## config.mk

```make
export PLATFORM = sky130hd
export DESIGN_NAME = countdown_timer
export DESIGN_NICKNAME = d
export VERILOG_FILES = /design/src/rtl/countdown_timer_pkg.sv /design/src/rtl/countdown_timer_tick_prescaler.sv /design/src/rtl/countdown_timer.sv
export SDC_FILE = /design/constraint.sdc
export NUM_CORES = 1
export LEC_CHECK = 0
export ABC_AREA = 1
export CORE_MARGIN = 10
export CORE_UTILIZATION = 58
export CTS_CLUSTER_DIAMETER = 100
export DETAILED_ROUTE_END_ITERATION = 10
export GPL_ROUTABILITY_DRIVEN = 0
export PLACE_DENSITY = 0.77
export SLEW_MARGIN = 10
export SYNTH_ARGS = -nofsm -noshare
export SYNTH_HDL_FRONTEND = slang
export SYNTH_SLANG_ARGS = --single-unit
```

## constraint.sdc

```tcl
create_clock -name clock -period 4.4 [get_ports clock]
set_clock_uncertainty 0.15 [all_clocks]
set_input_delay 0.88 -clock clock [delete_from_list [all_inputs] [get_ports clock]]
set_output_delay 0.88 -clock clock [all_outputs]
set_load 0.05 [all_outputs]
```

## src/rtl/countdown_timer_pkg.sv

```systemverilog
// Shared types and helpers for the round countdown timer.
// Holds the FSM encoding, the wide signed arithmetic type and the clamp used on every count update.
package countdown_timer_pkg;

    typedef enum logic [1:0] {
        IDLE = 2'd0,
        RUN  = 2'd1,
        DONE = 2'd2
    } state_t;

    // Wide enough to hold any WIDTH<=32 count plus bonus without wrapping.
    localparam int CALC_W = 34;
    typedef logic signed [CALC_W-1:0] calc_t;

    function automatic logic [31:0] sat_clamp(input calc_t v, input logic [31:0] hi);
        if (v < 0) begin
            return 32'd0;
        end
        if (v > $signed({2'b00, hi})) begin
            return hi;
        end
        return v[31:0];
    endfunction

    function automatic int presc_width(input int div);
        return (div > 1) ? $clog2(div) : 1;
    endfunction

endpackage

```

## src/rtl/countdown_timer_tick_prescaler.sv

```systemverilog
// Divides the clock into one-cycle ticks every TICK_DIV enabled cycles; tick is combinational
// off the counter, clear has priority, and the counter holds whenever count_en is low.
module tick_prescaler
    import countdown_timer_pkg::*;
#(
    parameter int TICK_DIV = 50000000
) (
    input  logic clock,
    input  logic reset,
    input  logic clear,
    input  logic count_en,
    output logic tick
);

    localparam int PW = presc_width(TICK_DIV);
    localparam logic [PW-1:0] LAST = PW'(TICK_DIV - 1);

    logic [PW-1:0] cnt;

    assign tick = count_en && (cnt == LAST);

    always_ff @(posedge clock or posedge reset) begin
        if (reset) begin
            cnt <= '0;
        end else if (clear) begin
            cnt <= '0;
        end else if (count_en) begin
            cnt <= (cnt == LAST) ? '0 : cnt + PW'(1);
        end
    end

endmodule

```

## src/rtl/countdown_timer.sv

```systemverilog
// Round timer: saturating down-counter with run/stop, one-shot or auto-reload and runtime reload value.
// All outputs registered, one cycle after the controlling edge; no backpressure, every request acts at once.
module countdown_timer
    import countdown_timer_pkg::*;
#(
    parameter int WIDTH    = 8,
    parameter int RELOAD   = 30,
    parameter int TICK_DIV = 50000000,
    parameter int PENALTY  = 3,
    parameter int BONUS    = 4
) (
    input  logic             clock,
    input  logic             reset,
    input  logic             enable,
    input  logic             start,
    input  logic             stop,
    input  logic             auto_reload,
    input  logic             sub,
    input  logic             add,
    input  logic             load_en,
    input  logic [WIDTH-1:0] load_value,
    output logic [WIDTH-1:0] q,
    output logic             pulse,
    output logic             expired,
    output logic             running
);

    localparam logic [31:0]      Q_MAX    = 32'((64'd1 << WIDTH) - 64'd1);
    localparam logic [WIDTH-1:0] RELOAD_V = WIDTH'(RELOAD);

    state_t           state;
    logic [WIDTH-1:0] reload_reg;
    logic [WIDTH-1:0] load_q;
    logic [WIDTH-1:0] nxt_q;
    calc_t            delta;
    calc_t            nxt_raw;
    logic             tick;
    logic             arith_go;
    logic             expire;
    logic             restart;
    logic             presc_en;
    logic             presc_clear;

    always_comb begin
        load_q = (load_value == '0) ? WIDTH'(1) : load_value;

        delta = '0;
        if (add) begin
            delta = delta + calc_t'(BONUS);
        end
        if (sub) begin
            delta = delta - calc_t'(PENALTY);
        end
        if (tick) begin
            delta = delta - calc_t'(1);
        end
        nxt_raw = calc_t'(q) + delta;
        nxt_q   = WIDTH'(sat_clamp(nxt_raw, Q_MAX));

        // load_en and stop pre-empt the arithmetic path, so they also freeze the prescaler.
        arith_go    = (state == RUN) && !load_en && !stop;
        expire      = arith_go && (nxt_q == '0);
        restart     = (state == DONE) && start && !stop && !load_en;
        presc_en    = arith_go && enable;
        presc_clear = load_en || restart || expire;
    end

    tick_prescaler #(
        .TICK_DIV (TICK_DIV)
    ) u_prescaler (
        .clock    (clock),
        .reset    (reset),
        .clear    (presc_clear),
        .count_en (presc_en),
        .tick     (tick)
    );

    always_ff @(posedge clock or posedge reset) begin
        if (reset) begin
            state      <= IDLE;
            q          <= RELOAD_V;
            reload_reg <= RELOAD_V;
            pulse      <= 1'b0;
            expired    <= 1'b0;
            running    <= 1'b0;
        end else begin
            pulse <= 1'b0;
            if (load_en) begin
                reload_reg <= load_q;
                q          <= load_q;
                expired    <= 1'b0;
                if (state == DONE) begin
                    state   <= IDLE;
                    running <= 1'b0;
                end
            end else begin
                case (state)
                    IDLE: begin
                        if (start && !stop) begin
                            state   <= RUN;
                            running <= 1'b1;
                        end
                    end
                    DONE: begin
                        if (restart) begin
                            state   <= RUN;
                            running <= 1'b1;
                            q       <= reload_reg;
                            expired <= 1'b0;
                        end
                    end
                    RUN: begin
                        if (stop) begin
                            state   <= IDLE;
                            running <= 1'b0;
                        end else if (expire) begin
                            pulse <= 1'b1;
                            if (auto_reload) begin
                                q <= reload_reg;
                            end else begin
                                q       <= '0;
                                state   <= DONE;
                                running <= 1'b0;
                                expired <= 1'b1;
                            end
                        end else begin
                            q <= nxt_q;
                        end
                    end
                    default: begin
                        state   <= IDLE;
                        running <= 1'b0;
                    end
                endcase
            end
        end
    end

endmodule

```

# Word-level counts from Yosys, hierarchy flattened
# Index checks and enable logic that the tools add are counted.
[totals] reg_bits=47
[op_classes] n_addsub=4 n_lt_le_gt_ge=2 n_eq_ne=11 n_mux=46 reduce_logical=21
[op_table] operator="8-bit two-way mux" n=10
[op_table] operator="26-bit two-way mux" n=3
[op_table] operator="34-bit two-way mux" n=2
[op_table] operator="9-bit by 34-bit adder with 34-bit output" n=1
[op_table] operator="34-bit by 9-bit > comparator with 1-bit output, second input constant" n=1
[op_table] operator="34-bit by 1-bit < comparator with 1-bit output, second input constant" n=1
[op_table] operator="34-bit by 2-bit subtractor with 34-bit output, second input constant" n=1
[op_table] operator="34-bit by 3-bit subtractor with 34-bit output, second input constant" n=1
[op_table] operator="26-bit by 1-bit adder with 26-bit output, second input constant" n=1
[op_table] operator="26-bit equality test, second input constant" n=1
[op_table] operator="1-bit two-way mux" n=19
[op_table] operator="8-bit logical NOT" n=2
[op_table] operator="8-bit one-hot mux with 2 select lines" n=1
[op_table] operator="3-bit inequality test, second input constant" n=5
[op_table] operator="2-bit two-way mux" n=7
[op_table] operator="5-bit AND reduction" n=2
[op_table] operator="1-bit logical AND" n=9
[op_table] operator="4-bit inequality test, second input constant" n=2
[op_table] operator="2-bit one-hot mux with 3 select lines" n=1
[op_table] operator="3-bit two-way mux" n=1
[op_table] operator="1-bit one-hot mux with 3 select lines" n=1
[op_table] operator="3-bit AND reduction" n=1
[op_table] operator="3-bit nonzero test" n=1
[op_table] operator="2-bit by 1-bit equality test with 1-bit output, second input constant" n=1
[op_table] operator="7 further kinds" n=9

# Depth between registers and ports, before layout
# Gate-level depths: netlist (run 1).
[depth] word_depth=18 ltp_mapped=26

# Modules after synthesis
# Synthesis (run 1) repeated with hierarchy kept, for this count alone.
[hier_totals] hier_cells=503 hier_area_um2=3505.9
[modules_own_cells] module="countdown_timer" instances=1 cells_per_inst=272 area_per_inst_um2=1863.0
[modules_own_cells] module="tick_prescaler" instances=1 cells_per_inst=231 area_per_inst_um2=1642.8

# Least setup slack after synthesis (run 1)
# OpenSTA, ideal clock, no wires.
[synth_timing] kind="input to register" startpoint="input port add" endpoint="register u_prescaler.cnt[18]" setup_time_ps=123 t_arrival_ps=3544 slack_ps=583 cell_stages=23 n_path_buf=1 cell_sequence="inv_1 > ha_1 > inv_1 > ha_1 > inv_1 > nand4_1 > nand2_2 > inv_2 > ha_1 > a21o_1 > a21oi_1 > o21ai_0 > nand2_1 > nand2_1 > nand2_2 > nand3_1 > nand2_1 > nand2_1 > nor2_2 > nand3_2 > nand2_1 > buf_2 > nor3b_1"
[synth_between] elab_chain_cells=15 word_cells_on_any_way=19 classes_between="add/sub (3); order compare (2); mux (10); reduce/logical (4)"
[synth_rtl] element="start, declared" line_no="countdown_timer.sv:19" source="input logic add,"
[synth_rtl] element="3-bit two-way mux *" line_no="countdown_timer.sv:48" source="if (add) begin"
[synth_rtl] element="34-bit by 3-bit subtractor with 34-bit output" line_no="countdown_timer.sv:52" source="delta = delta - calc_t'(PENALTY);"
[synth_rtl] element="34-bit two-way mux *" line_no="countdown_timer.sv:51" source="if (sub) begin"
[synth_rtl] element="34-bit by 2-bit subtractor with 34-bit output" line_no="countdown_timer.sv:55" source="delta = delta - calc_t'(1);"
[synth_rtl] element="34-bit two-way mux *" line_no="countdown_timer.sv:54" source="if (tick) begin"
[synth_rtl] element="9-bit by 34-bit adder with 34-bit output *" line_no="countdown_timer.sv:57" source="nxt_raw = calc_t'(q) + delta;"
[synth_rtl] element="34-bit by 9-bit > comparator with 1-bit output" line_no="countdown_timer_pkg.sv:19" source="if (v > $signed({2'b00, hi})) begin"
[synth_rtl] element="1-bit two-way mux (2 in series)" line_no="countdown_timer_pkg.sv:19"
[synth_rtl] element="8-bit two-way mux" line_no="countdown_timer_pkg.sv:22" source="return v[31:0];"
[synth_rtl] element="8-bit two-way mux *" line_no="countdown_timer_pkg.sv:19"
[synth_rtl] element="8-bit logical NOT *" line_no="countdown_timer.sv:62" source="expire = arith_go && (nxt_q == '0);"
[synth_rtl] element="1-bit logical AND *" line_no="countdown_timer.sv:62"
[synth_rtl] element="1-bit logical OR *" line_no="countdown_timer.sv:65" source="presc_clear = load_en || restart || expire;"
[synth_rtl] element="26-bit two-way mux or 2-bit nonzero test (tied branches)"
[synth_rtl] element="end signal, assigned" line_no="countdown_timer_tick_prescaler.sv:28" source="cnt <= (cnt == LAST) ? '0 : cnt + PW'(1);"
[synth_rtl] element="end, declared" line_no="countdown_timer_tick_prescaler.sv:18" source="logic [PW-1:0] cnt;"
# Every way passes the cells marked *; elsewhere a longest branch is shown, timed or not. The select of a mux whose other input is x is not followed.
# A chain may end at the register's enable or synchronous reset.

# Final worst setup path (run 1)
[layout_timing] startpoint="input port stop" endpoint="register expired"
[layout_between] elab_chain_cells=15 word_cells_on_any_way=22 classes_between="add/sub (1); order compare (2); eq/ne (3); mux (7); reduce/logical (9)"
[layout_rtl] element="start, declared" line_no="countdown_timer.sv:16" source="input logic stop,"
[layout_rtl] element="1-bit logical NOT" line_no="countdown_timer.sv:61, countdown_timer.sv:63"
[layout_rtl] element="1-bit logical AND" line_no="countdown_timer.sv:61" source="arith_go = (state == RUN) && !load_en && !stop;"
[layout_rtl] element="1-bit logical AND" line_no="countdown_timer.sv:64" source="presc_en = arith_go && enable;"
[layout_rtl] element="1-bit logical AND" line_no="countdown_timer_tick_prescaler.sv:20" source="assign tick = count_en && (cnt == LAST);"
[layout_rtl] element="34-bit two-way mux" line_no="countdown_timer.sv:54"
[layout_rtl] element="9-bit by 34-bit adder with 34-bit output" line_no="countdown_timer.sv:57"
[layout_rtl] element="34-bit by 9-bit > comparator with 1-bit output" line_no="countdown_timer_pkg.sv:19"
[layout_rtl] element="1-bit two-way mux (2 in series)" line_no="countdown_timer_pkg.sv:19"
[layout_rtl] element="8-bit two-way mux" line_no="countdown_timer_pkg.sv:22"
[layout_rtl] element="8-bit two-way mux" line_no="countdown_timer_pkg.sv:19"
[layout_rtl] element="8-bit logical NOT" line_no="countdown_timer.sv:62"
[layout_rtl] element="1-bit logical AND" line_no="countdown_timer.sv:62"
[layout_rtl] element="3-bit inequality test (no source line)"
[layout_rtl] element="5-bit AND reduction (no source line) *"
[layout_rtl] element="end signal, assigned" line_no="countdown_timer.sv:84" source="expired <= 1'b0;"
[layout_rtl] element="end signal, assigned" line_no="countdown_timer.sv:91" source="expired <= 1'b0;"
[layout_rtl] element="end signal, assigned" line_no="countdown_timer.sv:109" source="expired <= 1'b0;"
[layout_rtl] element="end, declared" line_no="countdown_timer.sv:24" source="output logic expired,"
# Marks and branches as above.

==> results of run 1 <==
-- cell usage in the layout (no fill, tap or decap), drive strengths merged, types with 9 or more instances in the layout --
| cell type | n |
|---|---|
| o21ai | 15 |
| a21oi | 25 |
| nand2 | 129 |
| buf | 31 |
| ha | 15 |
| xor2 | 12 |
| dfrtp | 38 |
| nor3 | 9 |
| inv | 50 |
| nand3 | 22 |
| nor2 | 62 |
| clkdlybuf4s50 | 26 |
-- tightest hold or removal path: stages, from the launching register on --
cell,delay [ns]
dfstp_2,0.38
nand2_1,0.06
nand2_1,0.05
-- final timing paths --
check                                 endpoint          startpoint  slack [ns]
hold / removal                   reload_reg[4]       reload_reg[4]        0.33
setup reg to reg                       running  u_prescaler.cnt[1]        0.50
min in group asynchronous  u_prescaler.cnt[23]               reset        0.74
max in group asynchronous                 q[1]               reset        2.56
hold reg to reg                  reload_reg[4]       reload_reg[4]        0.33
setup / recovery                       expired                stop        0.27
-- routing by layer --
metal  vias to the layer above  share of wire  wire length [um]  global-route usage
met5                         -              0                 0                   0
met4                         0         0.0098                73              0.0488
met3                         6          0.046               339              0.0352
met2                        69           0.47              3460               0.271
met1                      1344           0.48              3560               0.229
li1                       1467              -                 -                   -
-- layout make-up --
class / count / area [um^2]
Clock buffer: 7 / 86.3
Clock inverter: 1 / 8.76
Fill cell: 406 / 1300
Inverter: 51 / 191
Multi-Input combinational cell: 320 / 1820
Sequential cell: 46 / 1160
Tap cell: 70 / 87.6
Timing Repair Buffer: 58 / 518
-- metrics by stage --
step | worst slack (ns) | instances | util | power (mW) | hold WS [ns]
after floorplan | 0.583 | 424 | - | 1.14 | 0.306
after global placement | 0.0207 | 545 | 0.709 | 1.47 | 0.317
after detailed placement | -0.164 | 545 | 0.709 | 1.49 | 0.320
after CTS | 0.125 | 553 | 0.728 | 1.78 | 0.335
after global routing | -0.0657 | 553 | 0.749 | 1.96 | 0.365
final | 0.266 | 553 | 0.749 | 1.85 | 0.330
-- cells by family (layout without fill, tap and decap cells) --
group,after synthesis,after routing,synth area share
xor gates and xnor gates,20,20,0.0562
AOI/OAI and AO/OA,48,48,0.0936
DFF,46,46,0.373
buffers and inverters,58,117,0.0767
adders and majority gates,16,16,0.0667
and+or+nand+nor,236,236,0.334
-- power breakdown --
group,switching [mW],internal [mW]
clock,0.154,0.130
combinational,0.590,0.413
sequential,0.0712,0.493
total,0.815,1.04
==> results by group, run 1 <==
Clocking
  – Clock Tree Buf Depth: 2
  – # hold bufs at CTS: 0
  – CTS tree: yes
  – TritonCTS buffer count: 5
  – Sink Count: 46
  – Worst skew pair latency: 0.31 ns
  – CTS root buf: clkbuf_8
  – Setup bufs post-CTS: 0
  – Max H-tree Level: 2
  – Cts repair resizes: 0
  – Worst-path clk slew: 0.09 ns

Timing
  – Slew margin rel.: 0.539
  – F_max: 242 MHz
  – Final hold violations: 0
  – Final min period: 4.13 ns
  – Final critical-path share of the clock period: 0.940
  – Fin Setup TNS: 0 ns
  – Worst Tran Pin Value: 0.688 ns
  – Final setup vio count: 0
  – Max-slew violation count: 0

Routing
  – DR vias: 2886
  – Drt pass-1 iters: 4
  – Wire per inst: 13.4 um
  – Routed WL: 7430 um
  – Drt drc: 0
  – Post-DR vias/cell: 5.22
  – Final ANT Viol Nets: 0
  – 1st-iter DRT viols: 154

Final layout
  – Final instance area: 3880 um^2
  – N_diodes: 0
  – Max reg flops: 26
  – Fin nets: 515
  – Area grow syn2layout: 24.5%
  – Layout cell share with drive strength beyond 1: 0.195

Critical path
  – CP max stage cell: clkdlybuf4s50_1
  – Critical Path Stages: 25
  – Crit path DAT: 4.17 ns
  – CP top delay family: simple AND/OR/NAND/NOR gates
  – CP most frequent cell: nand2_1
  – Top fanout value on the critical path: 8
  – Worst path max stage delay: 0.48 ns
  – CP required: 4.44 ns
  – FF-to-FF path depth: 26
  – Crit end category: flip-flop
  – Critical path class: in2reg
  – Setup crit start kind: input port
  – Crit path buffers/inverters: 5

Floorplanning
  – Die X: 93.3 um
  – Area of the die: 8700 um^2
  – Rows: 26
  – I/O pin cnt: 28
  – Starting density of the core: 0.602
  – Core area: 5170 um^2
  – Die height: 93.3 um

Pwr
  – Worst vdd ir: 0.300 mV
  – Power Density: 477 nW/um^2
  – Leakage power: 1.83 nW

Worst hold path
  – Hold Path Stages: 2
  – Worst Hold Class: reg2reg

Synthesis
  – Cell variety after synth: 39
  – Post-synth top area share: 0.305
  – Synth cell count leaders: 122 x nand2_1, 55 x nor2_1, 45 x inv_1
  – Synthesis-stage register bit count: 46
  – Syn Std Cell Area: 3110 um^2
  – Cells after Synth: 424
  – Post-synth EDFFs: 0
  – Synth Area per Inst: 7.34 um^2
  – Sequential-to-total area share from yosys stat: 0.373
  – Top cells by area, synth: dfrtp_1 31%, nand2_1 15%, dfstp_2 6.7%
  – Yosys warns: 0
  – Net Count, Synth: 457
  – Ys flop type: dfrtp_1
  – Area leader, netlist: dfrtp_1
  – Count leader, synth: nand2_1
  – Fraction of registers with async set/reset: 1.00

Place
  – Port-buffer cells: 27
  – Placed Area: 3670 um^2
  – Detailed-placement wirelength estimate: 5700 um

Run
  – Max-cap viol count: 0

Global route
  – Largest net degree at the start of global routing: 29
  – Wire length of the first global-routing pass: 12400 um
  – Global Route Usage Sum: 0.171
  – Vias in the first global route: 2762
  – Grt ovf: 0
  – Antenna violations before repair: 0

Outcome
  – Outcome: finished clean
Power figures use the tool's default switching activity.
==> run 2: changes to the inputs <==
--- a/config.mk
+++ b/config.mk
@@ -9,6 +9,7 @@
 export CORE_MARGIN = 10
 export CORE_UTILIZATION = 58
 export CTS_CLUSTER_DIAMETER = 100
+export CTS_CLUSTER_SIZE = 40
 export DETAILED_ROUTE_END_ITERATION = 10
 export GPL_ROUTABILITY_DRIVEN = 0
 export PLACE_DENSITY = 0.77
==> results of run 2 <==
Same layout as run 1: the final DEF is identical, and so are final timing and power.
